File: src/rtl/sccb_master.sv
// sccb_master: register-programmed, write-only SCCB master.
// A CONTROL write launches a 3-phase (slave address, register address, data)
// or 4-phase (adds a second data byte) frame on scl_out / sda / sda_oe.
// Each SCL period is four quarters of CLK_DIV clk cycles.
// Optional build macro SCCB_ACK_CHECK_EN: when defined, success_out is 1
// only if every ninth (ACK) bit was sampled low. When undefined, ACK bits
// are ignored and every completed frame reports success.
module sccb_master #(
    parameter int CLK_DIV = 250
) (
    input  logic       clk,
    input  logic       reset_n,
    input  logic [2:0] address,
    input  logic [7:0] writedata,
    input  logic       write,
    output logic       ready,
    output logic       success_out,
    output logic       scl_out,
    output logic       sda,
    output logic       sda_oe,
    input  logic       sda_in
);

    // Register map
    localparam logic [2:0] ADDR_CONTROL    = 3'd0;
    localparam logic [2:0] ADDR_SLAVE_ADDR = 3'd1;
    localparam logic [2:0] ADDR_SLAVE_REG  = 3'd2;
    localparam logic [2:0] ADDR_DATA_1     = 3'd3;
    localparam logic [2:0] ADDR_DATA_2     = 3'd4;

    // Last clk index inside one quarter
    localparam logic [9:0] Q_LAST = 10'(CLK_DIV - 1);

    typedef enum logic [2:0] {
        IDLE,
        START,
        BYTE,
        ACK,
        STOP,
        DONE
    } state_t;

    // Programmable byte registers
    logic [7:0] slave_addr_q;
    logic [7:0] slave_reg_q;
    logic [7:0] data_1_q;
    logic [7:0] data_2_q;

    // Snapshot of the frame taken when a transaction is accepted
    logic [7:0] tx_q [4];
    logic       four_phase_q;

    // Sequencer state
    state_t     state_q,   state_d;
    logic [9:0] q_cnt_q,   q_cnt_d;     // clk within current quarter
    logic [1:0] quarter_q, quarter_d;   // quarter within bit (or STOP step)
    logic [2:0] bit_q,     bit_d;       // bit index, MSB first
    logic [1:0] phase_q,   phase_d;     // byte index within frame
    logic       launch_q,  launch_d;    // first START clk: acceptance, bus still idle
    logic       ack_ok_q,  ack_ok_d;    // all ACKs seen low so far
    logic       success_q;

    logic       q_end;
    logic       accept;
    logic       ack_bit;
    logic [1:0] last_phase;
    logic [7:0] cur_byte;

    assign q_end      = (q_cnt_q == Q_LAST);
    assign accept     = (state_q == IDLE) && write && (address == ADDR_CONTROL) && writedata[0];
    assign last_phase = four_phase_q ? 2'd3 : 2'd2;
    assign cur_byte   = tx_q[phase_q];

    assign ready       = (state_q == IDLE);
    assign success_out = success_q;

`ifdef SCCB_ACK_CHECK_EN
    // A high level on the ninth bit is a NACK
    assign ack_bit = sda_in;
`else
    // ACK level is a don't-care; the pad readback is intentionally left unused
    logic unused_sda_in;
    assign unused_sda_in = sda_in;
    assign ack_bit       = 1'b0;
`endif

    // Host-side byte registers: writable only while idle
    always_ff @(posedge clk or negedge reset_n) begin
        if (!reset_n) begin
            slave_addr_q <= '0;
            slave_reg_q  <= '0;
            data_1_q     <= '0;
            data_2_q     <= '0;
        end else if ((state_q == IDLE) && write) begin
            // NOTE: state is updated with non-blocking assignments so every
            // flop samples pre-edge values, matching real hardware.
            case (address)
                ADDR_SLAVE_ADDR: slave_addr_q <= writedata;
                ADDR_SLAVE_REG:  slave_reg_q  <= writedata;
                ADDR_DATA_1:     data_1_q     <= writedata;
                ADDR_DATA_2:     data_2_q     <= writedata;
                default:         ;
            endcase
        end
    end

    // Frame snapshot and result register
    always_ff @(posedge clk or negedge reset_n) begin
        if (!reset_n) begin
            // NOTE: the snapshot is only four bytes, so it is cleared on reset
            // like any other register; large RAM-style arrays would not be.
            for (int i = 0; i < 4; i++) begin
                tx_q[i] <= '0;
            end
            four_phase_q <= 1'b0;
            success_q    <= 1'b0;
        end else begin
            if (accept) begin
                tx_q[0]      <= slave_addr_q;
                tx_q[1]      <= slave_reg_q;
                tx_q[2]      <= data_1_q;
                tx_q[3]      <= data_2_q;
                four_phase_q <= writedata[1];
            end
            if (state_q == DONE) begin
                success_q <= ack_ok_q;
            end
        end
    end

    // Sequencer state register
    always_ff @(posedge clk or negedge reset_n) begin
        if (!reset_n) begin
            state_q   <= IDLE;
            q_cnt_q   <= '0;
            quarter_q <= '0;
            bit_q     <= '0;
            phase_q   <= '0;
            launch_q  <= 1'b0;
            ack_ok_q  <= 1'b0;
        end else begin
            state_q   <= state_d;
            q_cnt_q   <= q_cnt_d;
            quarter_q <= quarter_d;
            bit_q     <= bit_d;
            phase_q   <= phase_d;
            launch_q  <= launch_d;
            ack_ok_q  <= ack_ok_d;
        end
    end

    // Next-state and bus output decode
    always_comb begin
        // NOTE: every signal written here gets a default first, so no path
        // leaves one unassigned and no latch is inferred.
        state_d   = state_q;
        q_cnt_d   = q_cnt_q;
        quarter_d = quarter_q;
        bit_d     = bit_q;
        phase_d   = phase_q;
        launch_d  = launch_q;
        ack_ok_d  = ack_ok_q;
        scl_out   = 1'b1;
        sda       = 1'b1;
        sda_oe    = 1'b1;

        case (state_q)
            IDLE: begin
                if (accept) begin
                    state_d   = START;
                    launch_d  = 1'b1;
                    q_cnt_d   = '0;
                    quarter_d = '0;
                    bit_d     = 3'd7;
                    phase_d   = '0;
                    ack_ok_d  = 1'b1;
                end
            end

            START: begin
                // One acceptance clk with the bus idle, then SDA low for a
                // quarter while SCL stays high.
                sda = launch_q;
                if (launch_q) begin
                    launch_d = 1'b0;
                end else begin
                    q_cnt_d = q_end ? '0 : q_cnt_q + 10'd1;
                    if (q_end) begin
                        state_d   = BYTE;
                        quarter_d = '0;
                    end
                end
            end

            BYTE: begin
                scl_out = quarter_q[1];
                sda     = cur_byte[bit_q];
                q_cnt_d = q_end ? '0 : q_cnt_q + 10'd1;
                if (q_end) begin
                    quarter_d = quarter_q + 2'd1;
                    if (quarter_q == 2'd3) begin
                        if (bit_q == 3'd0) begin
                            state_d = ACK;
                        end else begin
                            bit_d = bit_q - 3'd1;
                        end
                    end
                end
            end

            ACK: begin
                scl_out = quarter_q[1];
                sda_oe  = 1'b0;
                q_cnt_d = q_end ? '0 : q_cnt_q + 10'd1;
                // Sample the slave's answer on the first clk of Q3
                if ((quarter_q == 2'd3) && (q_cnt_q == '0) && ack_bit) begin
                    ack_ok_d = 1'b0;
                end
                if (q_end) begin
                    quarter_d = quarter_q + 2'd1;
                    if (quarter_q == 2'd3) begin
                        if (phase_q == last_phase) begin
                            state_d = STOP;
                        end else begin
                            state_d = BYTE;
                            phase_d = phase_q + 2'd1;
                            bit_d   = 3'd7;
                        end
                    end
                end
            end

            STOP: begin
                // Step 0: SCL low, SDA low. Step 1: SCL high, SDA low.
                // SDA then rises in DONE and stays high through IDLE.
                scl_out = quarter_q[0];
                sda     = 1'b0;
                q_cnt_d = q_end ? '0 : q_cnt_q + 10'd1;
                if (q_end) begin
                    quarter_d = quarter_q + 2'd1;
                    if (quarter_q[0]) begin
                        state_d   = DONE;
                        quarter_d = '0;
                    end
                end
            end

            DONE: begin
                state_d = IDLE;
            end

            default: begin
                state_d = IDLE;
            end
        endcase
    end

endmodule
File: config.mk
export PLATFORM = sky130hd
export DESIGN_NAME = sccb_master
export DESIGN_NICKNAME = d
export VERILOG_FILES = /design/src/rtl/sccb_master.sv
export SDC_FILE = /design/constraint.sdc
export NUM_CORES = 1
export LEC_CHECK = 0
export CAP_MARGIN = 20
export CORE_ASPECT_RATIO = 0.5
export CORE_MARGIN = 4
export CORE_UTILIZATION = 60
export DETAILED_ROUTE_END_ITERATION = 10
export GPL_TIMING_DRIVEN = 0
export PLACE_DENSITY = 0.8
export SLEW_MARGIN = 20
export SYNTH_ARGS = -nofsm -noshare
export SYNTH_HDL_FRONTEND = slang
export SYNTH_SLANG_ARGS = --single-unit
File: constraint.sdc
create_clock -name clk -period 2.2 [get_ports clk]
set_input_delay 0.44 -clock clk [delete_from_list [all_inputs] [get_ports clk]]
set_output_delay 0.44 -clock clk [all_outputs]
set_load 0.01 [all_outputs]
==> metrics <==
status=finished, violations left; failing checks=setup timing; Initial Util=62.39%; die area=8507 sq um; worst slew pin tran=0.5973 ns; Worst slew margin=60.06%; Via density=6.056; EDFF count, synth=0; largest area contributor in the netlist=dfrtp_1; Syn-to-layout area delta=17.46%; Die X-Extent=126.5 microns; Setup crit start kind=flop; root buf cell=clkbuf_16; worst min-delay path class=input pin to async pin; most frequent cells in the layout=dfrtp_1 (87), mux2_2 (67), nand2_1 (14), clkdlybuf4s50_1 (14); total number of vias=2798; Final #Nets=387; Max Slew Vio Count=0; fmax=0.3894 GHz; WP data required=1.76 ns; CTS tree=yes; core area=6753 sq um; H-tree depth=3; grt total ovfl=0; GRT Overall Usage=22.92%; skew final=0.005112 ns; CTS sink cnt=88; largest net degree at the start of global routing=65; Routed WL=8.911 mm; Crit path largest cell delay=0.51 ns; CP most frequent cell=nand3_2; FP Rows=21; Finished Layout Cells=462; Data arrival, critical path=2.13 ns; ys async rst share=100.0%; worst skew pair latency=0.34 ns; DP Wirelength=5.917 mm; I/O Buffers=18; I/O pin count=20; Mean Syn Cell Area=12.77 sq um; yosys warns=0; Synthesized Nets=351; Yosys top cell area share=52.27%; largest cells by area after synthesis=dfrtp_1 (52%), mux2_2 (18%), mux4_2 (3.2%), mux2i_1 (2.6%), ha_1 (1.8%); CP Cell Sequence=buf_6 -> buf_12 -> mux2i_1 -> mux4_2 -> nand3_2 -> nand3_2 -> o22ai_2 -> buf_2; RSZ-0062 raised after global routing=yes; Seq/Total Area, Yosys=52.27%; vias in the first global route=2944; fin crit share=116.7%; DR iter-0 viols=335; final setup fails=1; critical-path maximum fanout=8; Routability Congestion=0.8356; final setup margin=-0.3681 ns; flops & latches, synth=88; # diodes=0; cell area power density=1128 nW/um^2; CP Class=flop to output port; Place WS=-0.5202 ns; ANT nets after route=0; DR WL/cell=19.29 microns; global-route wire length before repair=14.93 mm; Max-Cap Viols=0; hold buffers post-CTS=0; worst vdd ir=730.9 uV; Power, Total=5.584 mW; P_leak=2.170 nW; synthesized instance count=330; CTS Buffer Depth=2; most common cell after layout, fill and taps aside=dfrtp_1; height of the die=67.25 microns; fin crit period=2.568 ns; DRC viols=0; number of placed instances, taps included=441; Clock Pin Slew Worst Setup and Hold Paths=0.06 ns; Synth Flop Type=dfrtp_1; slowest stage cell, crit path=mux4_2; initial antenna violation count=0; Cell Area, Synth=4213 sq um; CTS buffer count=9; number of hold violations in the final report=0; 1st-pass router iterations=4; Yosys cell types=53; layout cells sized above 1=36.49%; Setup crit end kind=output port
[Yosys cell counts, drive strengths merged (2+ instances only)]
master / count
a21boi: 2
a21oi: 7
a2bb2oi: 2
and2: 2
and3: 3
and4: 3
buf: 15
clkbuf: 3
dfrtp: 88
ha: 6
inv: 6
mux2: 67
mux2i: 11
mux4: 6
nand2: 16
nand2b: 7
nand3: 8
nand3b: 4
nand4: 5
nor2: 12
nor2b: 3
nor3: 4
nor3b: 5
o21ai: 12
o22ai: 4
o31a: 2
o31ai: 7
o41ai: 2
or3b: 2
xor2: 3
[state kept, by name (all words and copies together), names as in the netlist]
signal / count
ack_ok_q: 1
bit_q: 3
data_1_q: 8
data_2_q: 8
four_phase_q: 1
launch_q: 1
phase_q: 2
q_cnt_q: 10
quarter_q: 2
slave_addr_q: 8
slave_reg_q: 8
state_q: 3
success_out: 1
tx_q: 32
[logic make-up (layout without fill, tap and decap cells)]
kind of cell,count (synthesis),count (layout),share of synthesized area [%]
flip-flops,88,88,52.27
multiplexers,84,84,23.73
AND/OR/NAND/NOR,75,75,10.28
AO/OA/AOI/OAI,49,49,8.316
buffers and inverters,25,65,2.999
adder cells (fa/ha/maj),6,6,1.782
XOR/XNOR,3,3,0.6238
[area by class of cell]
class | instances | area, sq um
Buffer | 17 | 115.1
Clock buffer | 10 | 229.0
Clock inverter | 5 | 58.81
Fill cell | 418 | 1804
Inverter | 7 | 30.03
Multi-Input combinational cell | 217 | 1934
Sequential cell | 88 | 2203
Tap cell | 92 | 115.1
Timing Repair Buffer | 26 | 262.8
[timing repair]
action	in CTS	in global routing
cloned	0	0
setup buffers	4	3
pin swaps	3	0
endpoints found under the setup margin	5	19
hold endpoints to repair	0	0
resized for setup	24	5
[critical path, delay by kind of cell (launching register included)]
kind / cells / cell delay, ns
flops: 1 / 0.39
simple gates: 2 / 0.17
mux: 2 / 0.62
buf+inv: 3 / 0.45
compound gates: 1 / 0.15
[layer usage]
| metal | GRT usage (%) | share of wire [%] | vias to the layer above |
|---|---|---|---|
| met2 | 39.28 | 51 | 65 |
| li1 | - | - | 1286 |
| met3 | 6.161 | 4.5 | 13 |
| met1 | 29.01 | 44 | 1434 |
| met4 | 7.487 | 1.4 | 0 |
| met5 | 0 | 0 | - |
[path summary, 6_finish.rpt]
path / from / endpoint / slack [ns] / cells after the start
worst min-delay path: reset_n / state_q[1] / 0.008 / 1
worst max register to register: bit_q[0] / bit_q[1] / 0.14 / 7
worst min register to register: ack_ok_q / ack_ok_q / 0.46 / 1
min in group clk: ack_ok_q / ack_ok_q / 0.46 / 1
max in group asynchronous: reset_n / slave_addr_q[5] / 1.57 / 2
worst max-delay path: phase_q[0] / sda / -0.37 / 8
[where the power goes]
| part | leakage, nW | switching (mW) | internal, mW |
|---|---|---|---|
| clock network | 0.135 | 0.616 | 0.873 |
| logic | 0.931 | 0.703 | 0.880 |
| registers | 1.10 | 0.316 | 2.20 |
[metrics by stage]
step / util, % / TNS [ns] / cell area (sq um) / hold WS (ns)
2_1_floorplan: - / 0 / 4213 / 0.1444
3_3_place_gp: 66.76 / -202.91 / 4508 / 0.4472
3_5_place_dp: 67.13 / -14.27 / 4533 / 0.3790
4_1_cts: 72.78 / -0.3486 / 4915 / 0.01758
5_1_grt: 73.28 / -0.4555 / 4949 / 0.03193
6_report: 73.28 / -0.3681 / 4949 / 0.007693
No activity file was read; power rests on OpenSTA's default activity.
